### src/rtl/axi_lite_pkg.sv
// Shared AXI-lite types and default widths for the AXI-lite master engine.
package axi_lite_pkg;

   localparam int AXI_AW_DEFAULT      = 32;
   localparam int AXI_DW_DEFAULT      = 32;
   localparam int AXI_TIMEOUT_DEFAULT = 256;

   typedef enum logic [1:0] {
      OKAY   = 2'b00,
      EXOKAY = 2'b01,
      SLVERR = 2'b10,
      DECERR = 2'b11
   } resp_t;

   typedef enum logic [2:0] {
      IDLE,
      WR_REQ,
      WR_RESP,
      RD_REQ,
      RD_RESP,
      RSP
   } state_t;

endpackage

### src/rtl/axi_lite_ifc.sv
// AXI-lite bus bundle with master and slave views.
interface axi_lite_ifc #(
   parameter int AW = 32,
   parameter int DW = 32
);

   logic [AW-1:0]   awaddr;
   logic [2:0]      awprot;
   logic            awvalid;
   logic            awready;
   logic [DW-1:0]   wdata;
   logic [DW/8-1:0] wstrb;
   logic            wvalid;
   logic            wready;
   logic [1:0]      bresp;
   logic            bvalid;
   logic            bready;
   logic [AW-1:0]   araddr;
   logic [2:0]      arprot;
   logic            arvalid;
   logic            arready;
   logic [DW-1:0]   rdata;
   logic [1:0]      rresp;
   logic            rvalid;
   logic            rready;

   modport master (
      output awaddr, awprot, awvalid, input awready,
      output wdata, wstrb, wvalid, input wready,
      input bresp, bvalid, output bready,
      output araddr, arprot, arvalid, input arready,
      input rdata, rresp, rvalid, output rready
   );

   modport slave (
      input awaddr, awprot, awvalid, output awready,
      input wdata, wstrb, wvalid, output wready,
      output bresp, bvalid, input bready,
      input araddr, arprot, arvalid, output arready,
      output rdata, rresp, rvalid, input rready
   );

endinterface

### src/rtl/axi_lite_master_engine.sv
// Single-outstanding AXI-lite initiator: turns one command into one AXI-lite
// write or read, then holds the response until the host consumes it.
module axi_lite_master_engine
   import axi_lite_pkg::*;
#(
   parameter int AW_AXI  = AXI_AW_DEFAULT,
   parameter int DW_AXI  = AXI_DW_DEFAULT,
   parameter int TIMEOUT = AXI_TIMEOUT_DEFAULT
) (
   input  logic                clk,
   input  logic                rst,
   input  logic                cmd_valid,
   output logic                cmd_ready,
   input  logic                cmd_write,
   input  logic [AW_AXI-1:0]   cmd_addr,
   input  logic [DW_AXI-1:0]   cmd_wdata,
   input  logic [DW_AXI/8-1:0] cmd_wstrb,
   input  logic [2:0]          cmd_prot,
   output logic                rsp_valid,
   input  logic                rsp_ready,
   output logic [DW_AXI-1:0]   rsp_rdata,
   output logic [1:0]          rsp_resp,
   output logic                rsp_timeout,
   axi_lite_ifc.master         m_axi
);

   // Counter only needs to reach TIMEOUT-1; it is cleared on every accept.
   localparam int CW = (TIMEOUT > 1) ? $clog2(TIMEOUT) : 1;

   state_t        state;
   logic [CW-1:0] tcnt;
   logic          aw_done;
   logic          w_done;

   logic          aw_hs;
   logic          w_hs;
   logic          b_hs;
   logic          ar_hs;
   logic          r_hs;
   logic          busy;
   logic          expire;
   logic          advance;
   logic          abort;

   assign aw_hs  = m_axi.awvalid & m_axi.awready;
   assign w_hs   = m_axi.wvalid  & m_axi.wready;
   assign b_hs   = m_axi.bvalid  & m_axi.bready;
   assign ar_hs  = m_axi.arvalid & m_axi.arready;
   assign r_hs   = m_axi.rvalid  & m_axi.rready;

   assign cmd_ready = (state == IDLE);
   assign busy      = state inside {WR_REQ, WR_RESP, RD_REQ, RD_RESP};
   assign expire    = (TIMEOUT != 0) && (tcnt == CW'(TIMEOUT - 1));

   // Decide whether the awaited handshake completes this cycle; a completing
   // handshake on the expiry cycle beats the timeout.
   always_comb begin
      // NOTE: default assigned first so every path drives advance and no latch is inferred.
      advance = 1'b0;
      case (state)
         WR_REQ:  advance = (aw_done | aw_hs) & (w_done | w_hs);
         WR_RESP: advance = b_hs;
         RD_REQ:  advance = ar_hs;
         RD_RESP: advance = r_hs;
         default: advance = 1'b0;
      endcase
   end

   assign abort = busy & expire & ~advance;

   // Engine FSM: all AXI and response outputs are registered here.
   always_ff @(posedge clk) begin
      // NOTE: non-blocking assignments so every register updates from pre-edge values.
      if (rst) begin
         state          <= IDLE;
         tcnt           <= '0;
         aw_done        <= 1'b0;
         w_done         <= 1'b0;
         m_axi.awaddr   <= '0;
         m_axi.awprot   <= '0;
         m_axi.awvalid  <= 1'b0;
         m_axi.wdata    <= '0;
         m_axi.wstrb    <= '0;
         m_axi.wvalid   <= 1'b0;
         m_axi.bready   <= 1'b0;
         m_axi.araddr   <= '0;
         m_axi.arprot   <= '0;
         m_axi.arvalid  <= 1'b0;
         m_axi.rready   <= 1'b0;
         rsp_valid      <= 1'b0;
         rsp_rdata      <= '0;
         rsp_resp       <= '0;
         rsp_timeout    <= 1'b0;
      end else begin
         if (busy) begin
            tcnt <= tcnt + 1'b1;
         end

         case (state)
            IDLE: begin
               if (cmd_valid) begin
                  tcnt <= '0;
                  if (cmd_write) begin
                     m_axi.awaddr  <= cmd_addr;
                     m_axi.awprot  <= cmd_prot;
                     m_axi.wdata   <= cmd_wdata;
                     m_axi.wstrb   <= cmd_wstrb;
                     m_axi.awvalid <= 1'b1;
                     m_axi.wvalid  <= 1'b1;
                     aw_done       <= 1'b0;
                     w_done        <= 1'b0;
                     state         <= WR_REQ;
                  end else begin
                     m_axi.araddr  <= cmd_addr;
                     m_axi.arprot  <= cmd_prot;
                     m_axi.arvalid <= 1'b1;
                     state         <= RD_REQ;
                  end
               end
            end

            WR_REQ: begin
               // Address and data channels retire independently.
               if (aw_hs) begin
                  m_axi.awvalid <= 1'b0;
                  aw_done       <= 1'b1;
               end
               if (w_hs) begin
                  m_axi.wvalid <= 1'b0;
                  w_done       <= 1'b1;
               end
               if (advance) begin
                  m_axi.bready <= 1'b1;
                  state        <= WR_RESP;
               end
            end

            WR_RESP: begin
               if (b_hs) begin
                  m_axi.bready <= 1'b0;
                  rsp_rdata    <= '0;
                  rsp_resp     <= m_axi.bresp;
                  rsp_timeout  <= 1'b0;
                  rsp_valid    <= 1'b1;
                  state        <= RSP;
               end
            end

            RD_REQ: begin
               if (ar_hs) begin
                  m_axi.arvalid <= 1'b0;
                  m_axi.rready  <= 1'b1;
                  state         <= RD_RESP;
               end
            end

            RD_RESP: begin
               if (r_hs) begin
                  m_axi.rready <= 1'b0;
                  rsp_rdata    <= m_axi.rdata;
                  rsp_resp     <= m_axi.rresp;
                  rsp_timeout  <= 1'b0;
                  rsp_valid    <= 1'b1;
                  state        <= RSP;
               end
            end

            RSP: begin
               if (rsp_ready) begin
                  rsp_valid <= 1'b0;
                  state     <= IDLE;
               end
            end

            default: state <= IDLE;
         endcase

         // Timeout overrides whatever the state branch scheduled: release the
         // bus and report a slave error flagged as a timeout.
         if (abort) begin
            m_axi.awvalid <= 1'b0;
            m_axi.wvalid  <= 1'b0;
            m_axi.arvalid <= 1'b0;
            m_axi.bready  <= 1'b0;
            m_axi.rready  <= 1'b0;
            rsp_rdata     <= '0;
            rsp_resp      <= SLVERR;
            rsp_timeout   <= 1'b1;
            rsp_valid     <= 1'b1;
            state         <= RSP;
         end
      end
   end

endmodule

### src/flat_wrapper.sv
// flat-port wrapper written by rule: the top's interface ports become plain ports
module axi_lite_master_engine_flat import axi_lite_pkg::*;
#(
   parameter int AW_AXI  = AXI_AW_DEFAULT,
   parameter int DW_AXI  = AXI_DW_DEFAULT,
   parameter int TIMEOUT = AXI_TIMEOUT_DEFAULT
)
  (clk, rst, cmd_valid, cmd_ready, cmd_write, cmd_addr, cmd_wdata, cmd_wstrb, cmd_prot, rsp_valid, rsp_ready, rsp_rdata, rsp_resp, rsp_timeout, m_axi_awaddr, m_axi_awprot, m_axi_awvalid, m_axi_awready, m_axi_wdata, m_axi_wstrb, m_axi_wvalid, m_axi_wready, m_axi_bresp, m_axi_bvalid, m_axi_bready, m_axi_araddr, m_axi_arprot, m_axi_arvalid, m_axi_arready, m_axi_rdata, m_axi_rresp, m_axi_rvalid, m_axi_rready);
  axi_lite_ifc #(.AW((32)), .DW((32))) m_axi_i ();
  input  logic clk;
  input  logic rst;
  input  logic cmd_valid;
  output logic cmd_ready;
  input  logic cmd_write;
  input  logic [AW_AXI-1:0] cmd_addr;
  input  logic [DW_AXI-1:0] cmd_wdata;
  input  logic [DW_AXI/8-1:0] cmd_wstrb;
  input  logic [2:0] cmd_prot;
  output logic rsp_valid;
  input  logic rsp_ready;
  output logic [DW_AXI-1:0] rsp_rdata;
  output logic [1:0] rsp_resp;
  output logic rsp_timeout;
  output wire logic [$bits(m_axi_i.awaddr)-1:0] m_axi_awaddr;
  output wire logic [$bits(m_axi_i.awprot)-1:0] m_axi_awprot;
  output wire logic [$bits(m_axi_i.awvalid)-1:0] m_axi_awvalid;
  input wire logic [$bits(m_axi_i.awready)-1:0] m_axi_awready;
  output wire logic [$bits(m_axi_i.wdata)-1:0] m_axi_wdata;
  output wire logic [$bits(m_axi_i.wstrb)-1:0] m_axi_wstrb;
  output wire logic [$bits(m_axi_i.wvalid)-1:0] m_axi_wvalid;
  input wire logic [$bits(m_axi_i.wready)-1:0] m_axi_wready;
  input wire logic [$bits(m_axi_i.bresp)-1:0] m_axi_bresp;
  input wire logic [$bits(m_axi_i.bvalid)-1:0] m_axi_bvalid;
  output wire logic [$bits(m_axi_i.bready)-1:0] m_axi_bready;
  output wire logic [$bits(m_axi_i.araddr)-1:0] m_axi_araddr;
  output wire logic [$bits(m_axi_i.arprot)-1:0] m_axi_arprot;
  output wire logic [$bits(m_axi_i.arvalid)-1:0] m_axi_arvalid;
  input wire logic [$bits(m_axi_i.arready)-1:0] m_axi_arready;
  input wire logic [$bits(m_axi_i.rdata)-1:0] m_axi_rdata;
  input wire logic [$bits(m_axi_i.rresp)-1:0] m_axi_rresp;
  input wire logic [$bits(m_axi_i.rvalid)-1:0] m_axi_rvalid;
  output wire logic [$bits(m_axi_i.rready)-1:0] m_axi_rready;
  assign m_axi_awaddr = m_axi_i.awaddr;
  assign m_axi_awprot = m_axi_i.awprot;
  assign m_axi_awvalid = m_axi_i.awvalid;
  assign m_axi_i.awready = m_axi_awready;
  assign m_axi_wdata = m_axi_i.wdata;
  assign m_axi_wstrb = m_axi_i.wstrb;
  assign m_axi_wvalid = m_axi_i.wvalid;
  assign m_axi_i.wready = m_axi_wready;
  assign m_axi_i.bresp = m_axi_bresp;
  assign m_axi_i.bvalid = m_axi_bvalid;
  assign m_axi_bready = m_axi_i.bready;
  assign m_axi_araddr = m_axi_i.araddr;
  assign m_axi_arprot = m_axi_i.arprot;
  assign m_axi_arvalid = m_axi_i.arvalid;
  assign m_axi_i.arready = m_axi_arready;
  assign m_axi_i.rdata = m_axi_rdata;
  assign m_axi_i.rresp = m_axi_rresp;
  assign m_axi_i.rvalid = m_axi_rvalid;
  assign m_axi_rready = m_axi_i.rready;
  axi_lite_master_engine #(.AW_AXI(AW_AXI), .DW_AXI(DW_AXI), .TIMEOUT(TIMEOUT)) u_core (.clk(clk), .rst(rst), .cmd_valid(cmd_valid), .cmd_ready(cmd_ready), .cmd_write(cmd_write), .cmd_addr(cmd_addr), .cmd_wdata(cmd_wdata), .cmd_wstrb(cmd_wstrb), .cmd_prot(cmd_prot), .rsp_valid(rsp_valid), .rsp_ready(rsp_ready), .rsp_rdata(rsp_rdata), .rsp_resp(rsp_resp), .rsp_timeout(rsp_timeout), .m_axi(m_axi_i));
endmodule
### config.mk
export PLATFORM = sky130hd
export DESIGN_NAME = axi_lite_master_engine_flat
export DESIGN_NICKNAME = d
export VERILOG_FILES = /design/src/rtl/axi_lite_pkg.sv /design/src/rtl/axi_lite_ifc.sv /design/src/rtl/axi_lite_master_engine.sv /design/src/flat_wrapper.sv
export SDC_FILE = /design/constraint.sdc
export NUM_CORES = 1
export LEC_CHECK = 0
export ABC_CLOCK_PERIOD_IN_PS = 2100
export CORE_ASPECT_RATIO = 1.75
export CORE_UTILIZATION = 41
export CTS_CLUSTER_SIZE = 10
export DETAILED_ROUTE_END_ITERATION = 10
export GPL_TIMING_DRIVEN = 1
export PLACE_DENSITY_LB_ADDON = 0.25
export SYNTH_ARGS = -nofsm -noshare
export SYNTH_HDL_FRONTEND = slang
export SYNTH_SLANG_ARGS = --single-unit
### constraint.sdc
create_clock -name clk -period 2.1 [get_ports clk]
set_input_delay 0.525 -clock clk [delete_from_list [all_inputs] [get_ports clk]]
set_output_delay 0.525 -clock clk [all_outputs]
set_load 0.02 [all_outputs]
==> flow_summary.ini <==
[run_status]
status = finished, final reports clean

[logic_synthesis]
ys_seq_area_frac = 0.5556
synth_edf_count = 0
synth_cell_types = 44
netlist_area_um2 = 5766
syn-instance-count = 701
ys_warn_count = 0
synth_fp_nets = 819
ys_ff_latch = 160
syn_avg_cell_area_um2 = 8.225
synthFlopType = dfxtp_1
async_reset_ff_frac = 0

[power]
power.switching_mw = 2.312
switching_share = 0.2842
seqPwrFrac = 0.413
p_leak_nw = 3.309
internal-power_mw = 5.825
clkPwrFrac = 0.376
powerDensity_nw_per_um2 = 879.1
combPwrFrac = 0.212
vdd_drop_max_mv = 0.5134

[die]
fp.dieW_um = 91.64
rows = 57
core-area_um2 = 13840
ios = 265
die_h_um = 158.9
fp.dieArea_um2 = 14560
start_util = 0.4167

[global_routing]
grt_pass1_wl_um = 27500
gr-usage-all-layers = 0.2368
grt_max_degree = 114
grt_pass1_vias = 5724
antenna_found_initial = 0
overflow = 0

[final_layout]
fillers = 1168
area_growth_pct = 60.55
final_cells = 1149
fin_util = 0.6690
nNetsFinal = 1078
drive_above_1_share = 0.07099
insertedDiodeCount = 0
fin_area_um2 = 9256
multi_input_area_um2 = 2333
regArea_um2 = 3204

[clock_tree]
htreeDepth = 4
post_cts_buffers = 0
cts_hold_buffers = 0
clock_sinks = 160
cts.clk_slew.worst_paths_ns = 0.06
root_buffer = clkbuf_16
numCtsBuffers = 17
clk_latency_ns = 0.42
clock_path_buffers = 2
cts_tree = built

[place]
place_hpwl_um = 11550
finalWeightedCongestion = 0.8074
dpl_cell_area_um2 = 8672
portBuffers = 264
dp.cells = 1118

[timing]
hold_ws_ns = 0.4526
setup_violations = 0
relSlewSlack = 0.6451
fin_crit_sh = 0.9705
worst_slew_pin_slew_ns = 0.5324
finalCriticalPeriod_ns = 2.038
rsz0062_at_grt = no
fmax_mhz = 490.7
final-hold-violation-count = 0
skew_ns = 0.01075
finalSetupTns_ns = 0
slew_violations = 0

[critical_path]
r2r_end = u_core.rsp_resp[0]
worstPathArrival_ns = 1.51
cp_max_fo = 4
cp-start-kind = flop
endpoint_kind = output port
reg2reg_setup_slack_ns = 0.20
reg2reg_from = u_core.state[0]
reg2regPathDepth = 7
critPathKind = flop to output port
critPathRequiredTime_ns = 1.57
critPathCapture = cmd_ready
worstSetupStartpoint = u_core.state[2]

[routing]
route.detailed.drc = 0
firstDrtPassIters = 6
viasPerCell = 4.945
final_antenna_net_count = 0
vias = 5682
wirelength_um = 16820
drt_iter0_markers = 250
routedWlPerCell_um = 14.64

[worst_hold_path]
hold_path.class = flop to flop
holdPathStages = 2

[job]
drv_cap = 0
==> critical path, cell delays in order (launching register included) <==
cell and delay [ns]:
dfxtp_1 0.35, or3_1 0.42, inv_2 0.08, clkdlybuf4s15_2 0.26
==> final cells by class <==
cell class | count | area share
Multi-Input combinational cell | 489 | 0.2521
Timing Repair Buffer | 289 | 0.3137
Clock inverter | 13 | 0.01649
Clock buffer | 18 | 0.04636
Inverter | 3 | 0.001217
Sequential cell | 160 | 0.3462
Tap cell | 177 | 0.02393
==> metrics by stage <==
stage               power, mW  worst slack [ns]
CTS                     8.222          0.007900
detailed placement      5.154           -0.2494
global route            8.506          0.009542
floorplan               4.296            0.3614
global placement        5.130           -0.2163
finish                  8.137           0.06194
==> routing by layer <==
metal  vias to the layer above  global-route usage  part of all wire
met3                        44             0.04981             0.057
met4                         0              0.1255             0.042
met5                         -                   0                 0
met2                       224              0.4299              0.52
li1                       2844                   -                 -
met1                      2570              0.2504              0.38
==> Yosys cell counts, types with 2 or more instances <==
cell / n / area [um2]
nor2_1: 47 / 176.4
or3_1: 6 / 37.54
clkbuf_1: 29 / 108.9
xor2_1: 5 / 43.79
o21ai_2: 2 / 17.52
buf_6: 3 / 33.78
nand4_1: 4 / 25.02
nand2_1: 225 / 844.6
buf_2: 16 / 80.08
and3_1: 3 / 18.77
inv_1: 2 / 7.510
nand3_1: 4 / 20.02
a21oi_1: 120 / 600.6
o21ai_0: 7 / 35.03
a22oi_1: 33 / 247.7
dfxtp_1: 160 / 3203
nor3_1: 3 / 15.01
mux2i_1: 2 / 20.02
a31oi_1: 3 / 18.77
a211oi_1: 2 / 15.01
nor2b_1: 2 / 12.51
==> power by group through the flow <==
stage	Combinational, mW	Clock [mW]	Sequential, mW
global route	1.87	3.25	3.38
global placement	1.72	0	3.41
floorplan	0.659	0	3.64
finish	1.72	3.06	3.36
CTS	1.74	3.13	3.36
detailed placement	1.73	0	3.42
==> flip-flops by register name (all words and copies together), names as in the netlist <==
register and cells:
u_core.m_axi.wdata 32, u_core.m_axi.awaddr 32, u_core.rsp_valid 1, u_core.m_axi.awprot 3, u_core.m_axi.awvalid 1, u_core.m_axi.araddr 32, u_core.m_axi.wstrb 4, u_core.aw_done 1
u_core.state 3, u_core.m_axi.wvalid 1, u_core.rsp_resp 2, u_core.w_done 1, u_core.m_axi.bready 1, u_core.m_axi.rready 1, u_core.tcnt 8, u_core.m_axi.arprot 3
u_core.m_axi.arvalid 1, u_core.rsp_timeout 1, u_core.rsp_rdata 32
==> how the worst min path moves through the flow <==
stage | to | slack, ns | from
after floorplan | u_core.tcnt[5] | 0.45 | u_core.tcnt[5]
after global placement | u_core.m_axi.wdata[10] | 0.44 | u_core.m_axi.wdata[10]
after detailed placement | u_core.m_axi.wdata[14] | 0.45 | u_core.m_axi.wdata[14]
after CTS | u_core.state[0] | 0.44 | rst
after global routing | u_core.state[0] | 0.46 | rst
final | u_core.m_axi.araddr[27] | 0.45 | u_core.m_axi.araddr[27]
==> logic make-up (layout without fill, tap and decap cells) <==
| group | Yosys count | in the layout | synth area share |
|---|---|---|---|
| adder cells (fa/ha/maj) | 1 | 1 | 0.002170 |
| XOR/XNOR | 6 | 6 | 0.009115 |
| AND/OR/NAND/NOR | 305 | 305 | 0.2151 |
| multiplexers | 2 | 2 | 0.003472 |
| flip-flops | 160 | 160 | 0.5556 |
| buffers and inverters | 52 | 323 | 0.04188 |
| AO/OA/AOI/OAI | 175 | 175 | 0.1727 |
==> cell usage in the layout (no fill, tap or decap), drive strengths merged, types with 3 or more instances in the layout <==
cell type        n
a31oi            3
nor3             4
dfxtp          160
nand3            4
or3              6
buf             26
nor2            48
inv              9
and3             3
clkdlybuf4s50  262
o21ai           10
xor2             5
nand4            4
clkbuf          18
nand2          225
a22oi           33
clkinv           3
a21oi          120
==> what timing repair did <==
action	4_1_cts	5_1_grt
cloned	0	0
resized for setup	3	1
endpoints found under the setup margin	1	1
Note: power is estimated with default switching activity, not from simulation.
